**src/rtl/fifo_wr_arbiter.sv**
```systemverilog
// Round-robin, burst-limited arbiter sharing one async-FIFO write port among NREQ requesters.
// Optional full-stall counter enabled by defining WR_ARB_STALL_CNT_EN.
module fifo_wr_arbiter #(
  parameter int NREQ      = 4,
  parameter int DSIZE     = 8,
  parameter int BURST_MAX = 4
) (
  input  logic                    wclk_i,
  input  logic                    wrst_n_i,
  input  logic [NREQ-1:0]         req_i,
  input  logic [NREQ*DSIZE-1:0]   wdata_i,
  output logic [NREQ-1:0]         ack_o,
  input  logic                    fifo_full_i,
  input  logic                    fifo_almost_full_i,
  output logic                    wen_o,
  output logic [DSIZE-1:0]        wdata_o,
  output logic [NREQ-1:0]         grant_o,
  output logic [15:0]             stall_cnt_o
);

  localparam int IW = $clog2(NREQ);
  localparam int CW = $clog2(BURST_MAX) + 1;

  typedef enum logic {S_IDLE, S_BURST} state_t;

  state_t          r_state;
  logic [NREQ-1:0] r_grant;
  logic [IW-1:0]   r_gidx;
  logic [IW-1:0]   r_last;
  logic [CW-1:0]   r_cnt;

  logic            w_req_g;
  logic            w_wen;
  logic            w_exit;
  logic            w_found;
  logic [IW-1:0]   w_pick;
  logic [IW:0]     w_t;
  logic [DSIZE-1:0] w_slice;

  // r_grant is zero outside BURST, so w_req_g is only meaningful while a grant is held
  assign w_req_g = |(req_i & r_grant);
  assign w_wen   = (r_state == S_BURST) & w_req_g & ~fifo_full_i;
  assign w_exit  = (r_state == S_BURST) &
                   (~w_req_g | (w_wen & ((r_cnt == CW'(BURST_MAX-1)) | fifo_almost_full_i)));

  always_comb begin
    w_slice = '0;
    for (int k = 0; k < NREQ; k++)
      if (r_grant[k]) w_slice = w_slice | wdata_i[k*DSIZE +: DSIZE];
  end

  assign wen_o   = w_wen;
  assign wdata_o = w_wen ? w_slice : '0;
  assign ack_o   = w_wen ? r_grant : '0;
  assign grant_o = r_grant;

  // Search upward from last+1 with wrap; first set request wins
  always_comb begin
    w_found = 1'b0;
    w_pick  = '0;
    w_t     = '0;
    for (int i = 1; i <= NREQ; i++) begin
      w_t = {1'b0, r_last} + (IW+1)'(i);
      if (w_t >= (IW+1)'(NREQ)) w_t = w_t - (IW+1)'(NREQ);
      if (!w_found && req_i[w_t[IW-1:0]]) begin
        w_found = 1'b1;
        w_pick  = w_t[IW-1:0];
      end
    end
  end

  always_ff @(posedge wclk_i or negedge wrst_n_i) begin
    if (!wrst_n_i) begin
      r_state <= S_IDLE;
      r_grant <= '0;
      r_gidx  <= '0;
      r_last  <= IW'(NREQ-1);
      r_cnt   <= '0;
    end else begin
      case (r_state)
        S_IDLE: begin
          if (w_found) begin
            r_state <= S_BURST;
            r_grant <= NREQ'(1) << w_pick;
            r_gidx  <= w_pick;
            r_cnt   <= '0;
          end
        end
        S_BURST: begin
          if (w_exit) begin
            r_state <= S_IDLE;
            r_grant <= '0;
            r_last  <= r_gidx;
          end else if (w_wen) begin
            r_cnt <= r_cnt + 1'b1;
          end
        end
      endcase
    end
  end

`ifdef WR_ARB_STALL_CNT_EN
  logic [15:0] r_stall;

  always_ff @(posedge wclk_i or negedge wrst_n_i) begin
    if (!wrst_n_i)
      r_stall <= '0;
    else if ((r_state == S_BURST) && w_req_g && fifo_full_i && (r_stall != 16'hFFFF))
      r_stall <= r_stall + 16'd1;
  end

  assign stall_cnt_o = r_stall;
`else
  assign stall_cnt_o = '0;
`endif

endmodule
```
**config.mk**
```make
export PLATFORM = sky130hd
export DESIGN_NAME = fifo_wr_arbiter
export DESIGN_NICKNAME = d
export VERILOG_FILES = /design/src/rtl/fifo_wr_arbiter.sv
export SDC_FILE = /design/constraint.sdc
export NUM_CORES = 1
export LEC_CHECK = 0
export CAP_MARGIN = 20
export CORE_MARGIN = 3
export CORE_UTILIZATION = 35
export CTS_BUF_LIST = sky130_fd_sc_hd__clkbuf_4
export CTS_CLUSTER_SIZE = 30
export DETAILED_ROUTE_END_ITERATION = 12
export GPL_TIMING_DRIVEN = 0
export PLACE_DENSITY_LB_ADDON = 0.2
export SLEW_MARGIN = 5
export SYNTH_ARGS = -nofsm -noshare
export SYNTH_HDL_FRONTEND = slang
export SYNTH_SLANG_ARGS = --single-unit
export TNS_END_PERCENT = 20
```
**constraint.sdc**
```tcl
create_clock -name wclk_i -period 1.9 [get_ports wclk_i]
set_clock_uncertainty 0.15 [all_clocks]
set_input_delay 0.19 -clock wclk_i [delete_from_list [all_inputs] [get_ports wclk_i]]
set_output_delay 0.19 -clock wclk_i [all_outputs]
set_load 0.01 [all_outputs]
```
=== After elaboration in Yosys (flattened, before gate mapping) ===
Index checks and enable logic that the tools add are counted.

* Add/sub/neg operators: 9
* $lt $le $gt $ge: 8
* Eq/ne operators: 5
* Shift-type cells: 1
* Mux-type cells: 36
* Bitwise gates (word level): 13
* Reductions and logical operators: 11

{| class="wikitable"
|+ Operators by type and width
! cell !! number
|-
| 8-bit two-way mux || 5
|-
| 8-bit bitwise OR || 3
|-
| 2-bit two-way mux || 8
|-
| 3-bit >= comparator, second input constant || 4
|-
| 2-bit by 3-bit < comparator with 1-bit output, second input constant || 4
|-
| 4-bit two-way mux || 3
|-
| 1-bit two-way mux || 10
|-
| 3-bit two-way mux || 3
|-
| 1-bit binary-select mux with 2-bit select || 4
|-
| 4-bit case mux with 2 select lines || 1
|-
| 2-bit by 1-bit subtractor with 2-bit output, second input constant || 4
|-
| 2-bit by 2-bit adder with 3-bit output, second input constant || 2
|-
| 3-bit case mux with 2 select lines || 1
|-
| 2-bit AND reduction || 3
|-
| 1-bit bitwise AND || 4
|-
| 4-bit bitwise AND || 1
|-
| 2-bit by 1-bit != test with 1-bit output, second input constant || 2
|-
| 2-bit != test, second input constant || 2
|-
| 4-bit OR reduction || 1
|-
| 1-bit by 2-bit left shift with 4-bit output, first input constant || 1
|-
| 2-bit by 1-bit adder with 3-bit output, second input constant || 1
|-
| 2-bit by 3-bit adder with 3-bit output, second input constant || 1
|-
| 3-bit by 1-bit adder with 3-bit output, second input constant || 1
|-
| 3-bit by 2-bit equality test with 1-bit output, second input constant || 1
|-
| other kinds (6) || 13
|}

* Register bits: 12
* Bits of input ports: 40
* Output and inout bits: 33

=== Logic depth before layout (Yosys ltp) ===
Gate-level depths: netlist (run 1).

* Depth after elaboration: 18
* Depth in mapped cells: 6

=== Worst setup path before layout (run 1) ===
No wires, ideal clock.

* Kind: register -> output
* Start point: register r_grant[0], in the netlist grant_o[0]
* End point: output port ack_o[0]
* Arrival: 1.323 ns
* Setup slack: 0.237 ns
* Cell stages (with the launch flop): 5
* Buffers on the path: 0
* Path through: dfrtp_1 > a22o_1 > o211ai_4 > inv_2 > and2_1

* Word-level cells in the longest chain between the ends: 5

{| class="wikitable"
|+ RTL lines
! element !! RTL line !! RTL
|-
| from (decl) || 27 || <nowiki>logic [NREQ-1:0] r_grant;</nowiki>
|-
| from (signal assigned) || 84 || <nowiki>r_grant <= NREQ'(1) << w_pick;</nowiki>
|-
| 4-bit bitwise AND || 41 || <nowiki>assign w_req_g = |(req_i & r_grant);</nowiki>
|-
| 4-bit OR reduction || 41 ||
|-
| 1-bit bitwise AND (2 in a row) || 42 || <nowiki>assign w_wen = (r_state == S_BURST) & w_req_g & ~fifo_full_i;</nowiki>
|-
| named net wen_o || 15 || <nowiki>output logic wen_o,</nowiki>
|-
| 4-bit two-way mux || 54 || <nowiki>assign ack_o = w_wen ? r_grant : '0;</nowiki>
|-
| to (decl) || 12 || <nowiki>output logic [NREQ-1:0] ack_o,</nowiki>
|}

The timed path passes the listed nets, and every way through them passes these cells.

=== Final worst setup path (run 1) ===
* Start point: register r_grant[2], in the netlist grant_o[2]
* End point: output port ack_o[2]

* Word-level cells in the longest chain between the ends: 5

{| class="wikitable"
|+ RTL lines
! element !! RTL line
|-
| 4-bit bitwise AND || 41
|-
| 4-bit OR reduction || 41
|-
| 1-bit bitwise AND (2 in a row) || 42
|-
| 4-bit two-way mux (*) || 54
|}

Mark *: on every way between the ends. The rest lies on a longest branch, timed or not.

==> impl_metrics.csv, run 1 <==
group,metric,value,unit
grt,grt_pass1_wl,4.885,mm
setup_path,path_cells,"a22o_4 > o211ai_4 > inv_2 > and2_1 > buf_2",
worst_hold_path,hold_path.class,"in2async",
timing,setup_slack,0.03609,ns
job,maxCapViolCount,0,
timing,rsz0062_at_grt,"true",
setup_path,worstSetupPathType,"reg2out",
route,vias_per_cell,5.018,
power_and_ir_drop,sw_frac_of_total,0.3990,
grt,first_global_vias,1050,
yosys,synth-main-ff-cell,"dfrtp_1",
setup_path,rr_worst_depth,6,
timing,slew_headroom,0.6569,
power_and_ir_drop,p_switching,0.6149,mW
clocking,clkTransAtPathRegs,0.07,ns
placed_design,place_congestion,0.7551,
cells_and_area,post_layout_nonfiller_instances,228,
power_and_ir_drop,p_int,0.9261,mW
yosys,yosysWarnings,0,
power_and_ir_drop,comb_power_share,0.594,
cells_and_area,diodes,0,
grt,antenna_found_initial,0,
timing,min_period,1.864,ns
yosys,synth_edf_count,0,
grt,groute.usage.overall,0.1781,
power_and_ir_drop,share_clk_of_total_power,0.104,
setup_path,endpoint,"ack_o[2]",
timing,fin_crit_sh,0.9810,
cells_and_area,n_fill_cell,213,
floorplanning,fp.coreArea,2613,µm²
timing,holdWs,0.09901,ns
floorplanning,die_area,3553,µm²
clocking,clockBufferDepth,2,
clocking,ctsRootBufferMaster,"clkbuf_4",
cells_and_area,fin_util,0.6657,
timing,hold_violations,0,
clocking,cts-buffers-inserted,3,
timing,tightest_slew,0.5131,ns
placed_design,dp_slack,-0.5811,ns
floorplanning,die_h,59.61,µm
clocking,cts_tree,"yes",
setup_path,arrival,1.52,ns
floorplanning,rows,18,
setup_path,cpMaxStageDelayCell,"dfrtp_1",
clocking,insertion_delay,0.28,ns
setup_path,reg2reg_slack,0.12,ns
clocking,clkSinkCount,12,
route,wl_per_cell,13.79,µm
floorplanning,die_w,59.61,µm
yosys,netlist_instances,114,
yosys,synth_seq_cells,12,
yosys,syn_avg_cell_area,8.824,µm²
cells_and_area,drive_above_1_share,0.3131,
route,drt_first_iter_violations,34,
grt,gr-total-overflow,0,
timing,clock.fmax,536.5,MHz
route,drc,0,
route,num_vias,1144,
power_and_ir_drop,ir_drop,0.0007525,V
power_and_ir_drop,p_seq_frac,0.302,
floorplanning,ios,73,
timing,final_max_slew_viol_count,0,
setup_path,cp-startpoint,"grant_o[2]",
timing,final-setup-viol-count,0,
clocking,h-tree-depth,1,
grt,grt_max_degree,13,
yosys,synth_cell_type_count,30,
yosys,synth_area,1006,µm²
placed_design,dp.cells,215,
placed_design,port_buffers,56,
yosys,synth_seq_area_share,0.3010,
setup_path,reg2reg_from,"r_cnt[0]",
power_and_ir_drop,power.leakage,0.8108,nW
floorplanning,initial_core_util,0.3851,
setup_path,crit_path_start_kind,"register",
power_and_ir_drop,power_density,886.1,nW/µm²
power_and_ir_drop,p_total,1.541,mW
outcome,status,"completed",
yosys,async_flop_share,1.000,
placed_design,dpl.hpwl,2.506,mm
setup_path,reg2reg_to,"r_last[0]",
cells_and_area,syn_to_final_growth,72.89,%
setup_path,critPathCaptureType,"output pin",
route,drt_wl_total,3.144,mm
cells_and_area,final_nets,241,
setup_path,crit_path_max_fanout,5,
route,dr.pass1.iters,4,
setup_path,slowest_delay,0.40,ns
route,ant_nets,0,
setup_path,required,1.56,ns
what timing repair did:
action | 4_1_cts | 5_1_grt
endpoints found under the setup margin | 13 | 15
hold endpoints to repair | 0 | 0
pin swaps | 7 | 2
gates resized for setup | 61 | 11
hold buffers | 0 | 0
buffers inserted | 6 | 3
worst min-delay path by stage:
stage | depth (start not counted) | slack (ns) | to | start
2_1_floorplan | 0 | -0.26 | grant_o[0] | wrst_n_i
3_3_place_gp | 1 | 0.32 | r_cnt[0] | r_cnt[0]
3_5_place_dp | 1 | 0.34 | r_cnt[0] | r_cnt[0]
4_1_cts | 1 | 0.12 | r_gidx[0] | wrst_n_i
5_1_grt | 1 | 0.13 | grant_o[1] | wrst_n_i
6_report | 1 | 0.1 | grant_o[1] | wrst_n_i
cell usage after synthesis (2+ instances only):
cell	n	area share
ha_1	2	0.025
and2_1	4	0.025
a21oi_1	13	0.065
o2bb2ai_1	2	0.017
dfrtp_1	10	0.25
nand2_1	5	0.019
nand2b_1	3	0.019
nor2_1	5	0.019
a22oi_1	16	0.12
a22o_1	5	0.044
inv_1	3	0.011
mux2_2	3	0.034
clkbuf_1	4	0.015
a21o_1	2	0.015
mux2i_1	4	0.040
buf_4	16	0.12
dfstp_2	2	0.052
o21ai_0	3	0.015
through the flow:
stage | instance area, µm² | setup TNS (ns)
floorplan | 1062 | 0
global placement | 1660 | -5.852
detailed placement | 1660 | -5.922
CTS | 1688 | 0
global route | 1739 | -0.1366
finish | 1739 | 0
registers in the layout, summed over array words and instances, names as in the netlist:
| signal | flops |
|---|---|
| r_cnt | 3 |
| grant_o | 4 |
| r_last | 2 |
| r_state | 1 |
| r_gidx | 2 |
routing by layer:
metal	up-vias	global-route usage	wire, µm
li1	558	-	-
met1	531	0.2120	1204
met2	49	0.3167	1669
met3	6	0.04357	240
met4	0	0.04747	30
met5	-	0	0
power groups by stage:
stage	combinational, mW	sequential, mW	clock, mW
2_1_floorplan	0.530	0.456	0
3_3_place_gp	0.808	0.461	0
3_5_place_dp	0.826	0.468	0
4_1_cts	0.870	0.464	0.168
5_1_grt	1.00	0.480	0.176
6_report	0.916	0.465	0.161
worst max-delay path: cells and delay by family (launching register included):
kind / cells / cell delay (ns)
flops: 1 / 0.40
simple gates: 1 / 0.13
compound gates: 2 / 0.49
buf+inv: 2 / 0.22
kinds of logic after synthesis:
group,Yosys count,synth area share
adders and majority gates,2,0.02487
AOI/OAI and AO/OA,44,0.3209
DFF,12,0.3010
muxes,7,0.07338
and+or+nand+nor,23,0.1219
buffers and inverters,25,0.1542
other,1,0.003728
placed cells by master (no fill, tap or decap), types with 4 or more instances in the layout:
master and instances:
a21oi_1 11, a22o_1 4, a22oi_1 16, buf_2 10
buf_4 23, buf_6 5, clkbuf_2 5, clkdlybuf4s50_1 39
conb_1 16, dfrtp_1 10, dlygate4sd2_1 4, mux2i_1 4
nand2_1 5, nor2_1 5
area by class of cell:
class / instances / area [µm²] / share of cell area
Buffer: 21 / 145.1 / 0.08345
Clock buffer: 3 / 22.52 / 0.01295
Multi-Input combinational cell: 92 / 628.1 / 0.3612
Sequential cell: 12 / 302.8 / 0.1741
Timing Repair Buffer: 65 / 584.3 / 0.3360
Inverter: 4 / 15.01 / 0.008633
Clock inverter: 1 / 3.754 / 0.002158
Tap cell: 30 / 37.54 / 0.02158
(Power assumes the default switching activity.)
==> run 2, diff against run 1 <==
- CORE_MARGIN: 3 -> not set
- SKIP_CTS_REPAIR_TIMING: not set -> 1
==> impl_metrics.csv, run 2 (synthesized netlist as in run 1, its figures left out) <==
group,metric,value,unit
route,dr.pass1.iters,4,
placed_design,port_buffers,56,
power_and_ir_drop,p_total,1.546,mW
clocking,insertion_delay,0.28,ns
power_and_ir_drop,power.leakage,0.8690,nW
grt,antenna_found_initial,0,
floorplanning,initial_core_util,0.3680,
outcome,violations,"negative setup slack",
route,ant_nets,0,
placed_design,dp_slack,-0.5587,ns
floorplanning,die_w,55.61,µm
cells_and_area,final_common_cell,"clkdlybuf4s50_1",
setup_path,required,1.56,ns
setup_path,arrival,1.57,ns
route,wl_per_cell,13.38,µm
timing,setup_slack,-0.01151,ns
cells_and_area,drive_above_1_share,0.2755,
route,drt_first_iter_violations,47,
setup_path,cpMaxStageDelayCell,"dfrtp_1",
setup_path,cp_top_family,"compound AO/OA/AOI/OAI gates",
timing,tightest_slew,0.5222,ns
setup_path,crit_path_max_fanout,4,
timing,final-setup-viol-count,1,
route,drt_wl_total,3.038,mm
grt,grt_max_degree,13,
cells_and_area,final_nets,239,
worst_hold_path,hold_path.class,"in2async",
timing,slew_headroom,0.6508,
route,drc,0,
grt,grt_pass1_wl,4.754,mm
cells_and_area,multi_input_area,625.6,µm²
floorplanning,rows,19,
power_and_ir_drop,ir_drop,0.0008780,V
floorplanning,ios,73,
cells_and_area,ff_latch_area,302.8,µm²
route,num_vias,1148,
cells_and_area,syn_to_final_growth,72.76,%
clocking,ctsRootBufferMaster,"clkbuf_4",
timing,fin_crit_sh,1.006,
cells_and_area,largest_reg_flops,4,
floorplanning,fp.coreArea,2734,µm²
setup_path,crit_path_start_kind,"register",
setup_path,rr_worst_depth,6,
power_and_ir_drop,power_density,889.7,nW/µm²
setup_path,critPathCaptureType,"output pin",
grt,first_global_vias,1029,
clocking,clockBufferDepth,2,
setup_path,reg2reg_to,"r_last[0]",
timing,rsz0062_at_grt,"true",
clocking,h-tree-depth,1,
setup_path,crit_buf_inv,2,
placed_design,place_congestion,0.8551,
power_and_ir_drop,p_seq_frac,0.305,
power_and_ir_drop,comb_power_share,0.586,
setup_path,reg2reg_from,"r_cnt[0]",
setup_path,slowest_delay,0.40,ns
timing,final_max_slew_viol_count,0,
power_and_ir_drop,share_clk_of_total_power,0.109,
floorplanning,die_area,3092,µm²
timing,holdWs,0.09772,ns
power_and_ir_drop,p_int,0.9175,mW
clocking,cts-buffers-inserted,3,
clocking,clkTransAtPathRegs,0.08,ns
setup_path,worstSetupPathType,"reg2out",
setup_path,path_cells,"a22o_4 > o211ai_4 > buf_4 > a21oi_1 > dlymetal6s2s_1",
power_and_ir_drop,p_switching,0.6288,mW
cells_and_area,diodes,0,
setup_path,reg2reg_slack,0.06,ns
timing,min_period,1.912,ns
cells_and_area,n_fill_cell,235,
cells_and_area,mostFrequentLayoutCells,"39 x clkdlybuf4s50_1, 22 x buf_4, 16 x a22oi_1, 16 x conb_1, 14 x clkbuf_2",
timing,hold_violations,0,
route,vias_per_cell,5.057,
power_and_ir_drop,sw_frac_of_total,0.4066,
grt,gr-total-overflow,0,
clocking,clkSinkCount,12,
outcome,status,"finished, violations left",
job,maxCapViolCount,0,
cells_and_area,fin_util,0.6357,
floorplanning,die_h,55.61,µm
placed_design,dpl.hpwl,2.315,mm
clocking,cts_tree,"yes",
grt,groute.usage.overall,0.1911,
timing,clock.fmax,523.1,MHz
[run 2: changes by cell type in the layout (fill, tap and decap cells not counted)]
cell,before,now
and2_4,3,0
and2_1,1,4
dlygate4sd2_1,4,0
clkbuf_2,5,14
buf_6,5,1
buf_2,10,1
a21oi_1,11,12
buf_4,23,22
dlymetal6s2s_1,0,7
a21oi_2,2,1
a22o_1,4,3
a22o_4,1,2
[run 2: power groups by stage]
stage,clock [mW],combinational (mW),sequential [mW]
2_1_floorplan,0,0.530,0.456
3_3_place_gp,0,0.804,0.461
6_report,0.169,0.906,0.471
3_5_place_dp,0,0.823,0.471
4_1_cts,0.175,0.825,0.465
5_1_grt,0.187,0.978,0.485
[run 2: worst max-delay path by stage]
stage                     from          to  depth (start not counted)  slack, ns
floorplan           grant_o[0]    ack_o[0]                          4       0.24
global placement      req_i[3]    ack_o[2]                          6      -0.55
detailed placement    req_i[3]    ack_o[1]                          6      -0.56
CTS                 grant_o[0]    ack_o[1]                          5      -0.56
global route        grant_o[2]  wdata_o[4]                          5      -0.07
finish              grant_o[2]  wdata_o[4]                          5      -0.01
[run 2: final cells by class]
cell class,count,share of cell area
Buffer,21,0.08351
Clock buffer,3,0.01296
Clock inverter,1,0.002160
Inverter,4,0.008639
Multi-Input combinational cell,92,0.3600
Sequential cell,12,0.1742
Tap cell,31,0.02232
Timing Repair Buffer,63,0.3362
[run 2: per-stage QoR]
step | cells | area [µm²] | setup TNS, ns
2_1_floorplan | 129 | 1062 | 0
3_3_place_gp | 216 | 1662 | -5.696
3_5_place_dp | 216 | 1662 | -5.833
4_1_cts | 220 | 1688 | -5.922
5_1_grt | 227 | 1738 | -0.4179
6_report | 227 | 1738 | -0.01151
[run 2: routing by layer]
| metal | track usage | vias up | part of all wire |
|---|---|---|---|
| met5 | 0 | - | 0 |
| met4 | 0.06071 | 0 | 0.0092 |
| met3 | 0.03721 | 7 | 0.084 |
| met2 | 0.3305 | 61 | 0.49 |
| met1 | 0.2392 | 525 | 0.42 |
| li1 | - | 555 | - |
==> run 3, diff against run 2 <==
- HOLD_SLACK_MARGIN: not set -> 0.12
- RECOVER_POWER: not set -> 25
==> impl_metrics.csv, run 3 (synthesized netlist as in run 1, its figures left out) <==
group,metric,value,unit
timing,final_max_slew_viol_count,0,
cells_and_area,largest_reg_flops,4,
setup_path,required,1.56,ns
power_and_ir_drop,p_seq_frac,0.305,
cells_and_area,n_fill_cell,235,
route,dr.pass1.iters,4,
cells_and_area,final_nets,239,
grt,grt_pass1_wl,4.754,mm
setup_path,worstSetupPathType,"reg2out",
cells_and_area,drive_above_1_share,0.2755,
route,vias_per_cell,5.057,
floorplanning,rows,19,
cells_and_area,final_common_cell,"clkdlybuf4s50_1",
floorplanning,ios,73,
clocking,h-tree-depth,1,
power_and_ir_drop,power_density,889.5,nW/µm²
grt,groute.usage.overall,0.1911,
setup_path,crit_path_start_kind,"register",
timing,clock.fmax,523.1,MHz
power_and_ir_drop,p_switching,0.6288,mW
timing,slew_headroom,0.6473,
timing,rsz0062_at_grt,"true",
clocking,clockBufferDepth,2,
power_and_ir_drop,share_clk_of_total_power,0.109,
cells_and_area,mostFrequentLayoutCells,"38 x clkdlybuf4s50_1, 22 x buf_4, 16 x a22oi_1, 16 x conb_1, 14 x clkbuf_2",
floorplanning,fp.coreArea,2734,µm²
grt,grt_use_met1,0.2392,
floorplanning,die_area,3092,µm²
cells_and_area,diodes,0,
clocking,cts_tree,"yes",
route,drt_first_iter_violations,47,
placed_design,dp_slack,-0.5587,ns
placed_design,dpl.hpwl,2.315,mm
route,wl_per_cell,13.38,µm
grt,gr-total-overflow,0,
timing,min_period,1.912,ns
clocking,cts-buffers-inserted,3,
route,ant_nets,0,
setup_path,critPathCaptureType,"output pin",
cells_and_area,syn_to_final_growth,72.76,%
power_and_ir_drop,ir_drop,0.0008780,V
grt,met3_usage,0.03721,
power_and_ir_drop,p_int,0.9171,mW
timing,setup_slack,-0.01151,ns
grt,busiest_layer,"met2",
clocking,ctsRootBufferMaster,"clkbuf_4",
setup_path,arrival,1.57,ns
grt,first_global_vias,1029,
setup_path,rr_worst_depth,6,
timing,final-setup-viol-count,1,
route,num_vias,1148,
setup_path,crit_path_max_fanout,4,
timing,fin_crit_sh,1.006,
job,maxCapViolCount,0,
worst_hold_path,hold_path.class,"in2async",
clocking,insertion_delay,0.28,ns
floorplanning,die_h,55.61,µm
placed_design,place_congestion,0.8551,
grt,grt_max_degree,13,
route,drt_wl_total,3.038,mm
cells_and_area,fin_util,0.6357,
grt,antenna_found_initial,0,
power_and_ir_drop,power.leakage,0.8693,nW
timing,hold_violations,0,
floorplanning,die_w,55.61,µm
placed_design,port_buffers,56,
power_and_ir_drop,sw_frac_of_total,0.4067,
power_and_ir_drop,comb_power_share,0.586,
clocking,clkTransAtPathRegs,0.08,ns
timing,tightest_slew,0.5274,ns
outcome,status,"finished, violations left",
grt,grtUsageMet2,0.3305,
floorplanning,initial_core_util,0.3680,
clocking,clkSinkCount,12,
outcome,violations,"negative setup slack",
route,drc,0,
[run 3: cell types whose count changed in the layout (fill, tap and decap cells not counted), sizes merged]
cell	delta
clkdlybuf4s50	-1
dlygate4sd3	+1
[run 3: critical path, stage by stage, from the launching register on]
cell and delay, ns:
dfrtp_1 0.40, a22o_4 0.27, o211ai_4 0.23, buf_4 0.17, a21oi_1 0.04, dlymetal6s2s_1 0.18
[run 3: metal layers]
layer,up-vias,wire length [µm]
met5,-,0
met1,525,1277
met2,61,1475
li1,555,-
met4,0,28
met3,7,256
[run 3: path summary, 6_finish.rpt]
| path | from | to | slack [ns] |
|---|---|---|---|
| setup / recovery | grant_o[2] | wdata_o[4] | -0.01 |
| hold / removal | wrst_n_i | r_gidx[1] | 0.17 |
| hold reg to reg | r_cnt[0] | r_cnt[0] | 0.34 |
| setup reg to reg | r_cnt[0] | r_last[0] | 0.06 |
| max in group asynchronous | wrst_n_i | r_last[1] | 1.07 |
| min in group wclk_i | req_i[0] | grant_o[0] | 0.32 |
[run 3: area by class of cell]
cell class / instances / area (µm²) / share of cell area
plain buffers: 21 / 145.1 / 0.08351
clock buffers: 3 / 22.52 / 0.01296
clock inverters: 1 / 3.754 / 0.002160
inverters: 4 / 15.01 / 0.008639
multi-input cells: 92 / 625.6 / 0.3600
flip-flops and latches: 12 / 302.8 / 0.1742
well taps: 31 / 38.79 / 0.02232
repair buffers: 63 / 584.3 / 0.3362
[run 3: power groups by stage]
stage	clock network, mW	logic (mW)	registers (mW)
floorplan	0	0.530	0.456
global placement	0	0.804	0.461
detailed placement	0	0.823	0.471
CTS	0.175	0.825	0.465
global route	0.187	0.978	0.485
finish	0.169	0.906	0.471
[run 3: stage by stage]
step / TNS [ns] / power (mW) / std cells / cell area (µm²) / hold slack [ns]
after CTS: -5.922 / 1.466 / 220 / 1688 / 0.1126
final: -0.01151 / 1.546 / 227 / 1738 / 0.1679
after floorplan: 0 / 0.9854 / 129 / 1062 / -0.2556
after global placement: -5.696 / 1.265 / 216 / 1662 / 0.3168
after detailed placement: -5.833 / 1.293 / 216 / 1662 / 0.3390
after global routing: -0.4179 / 1.650 / 227 / 1738 / 0.2132
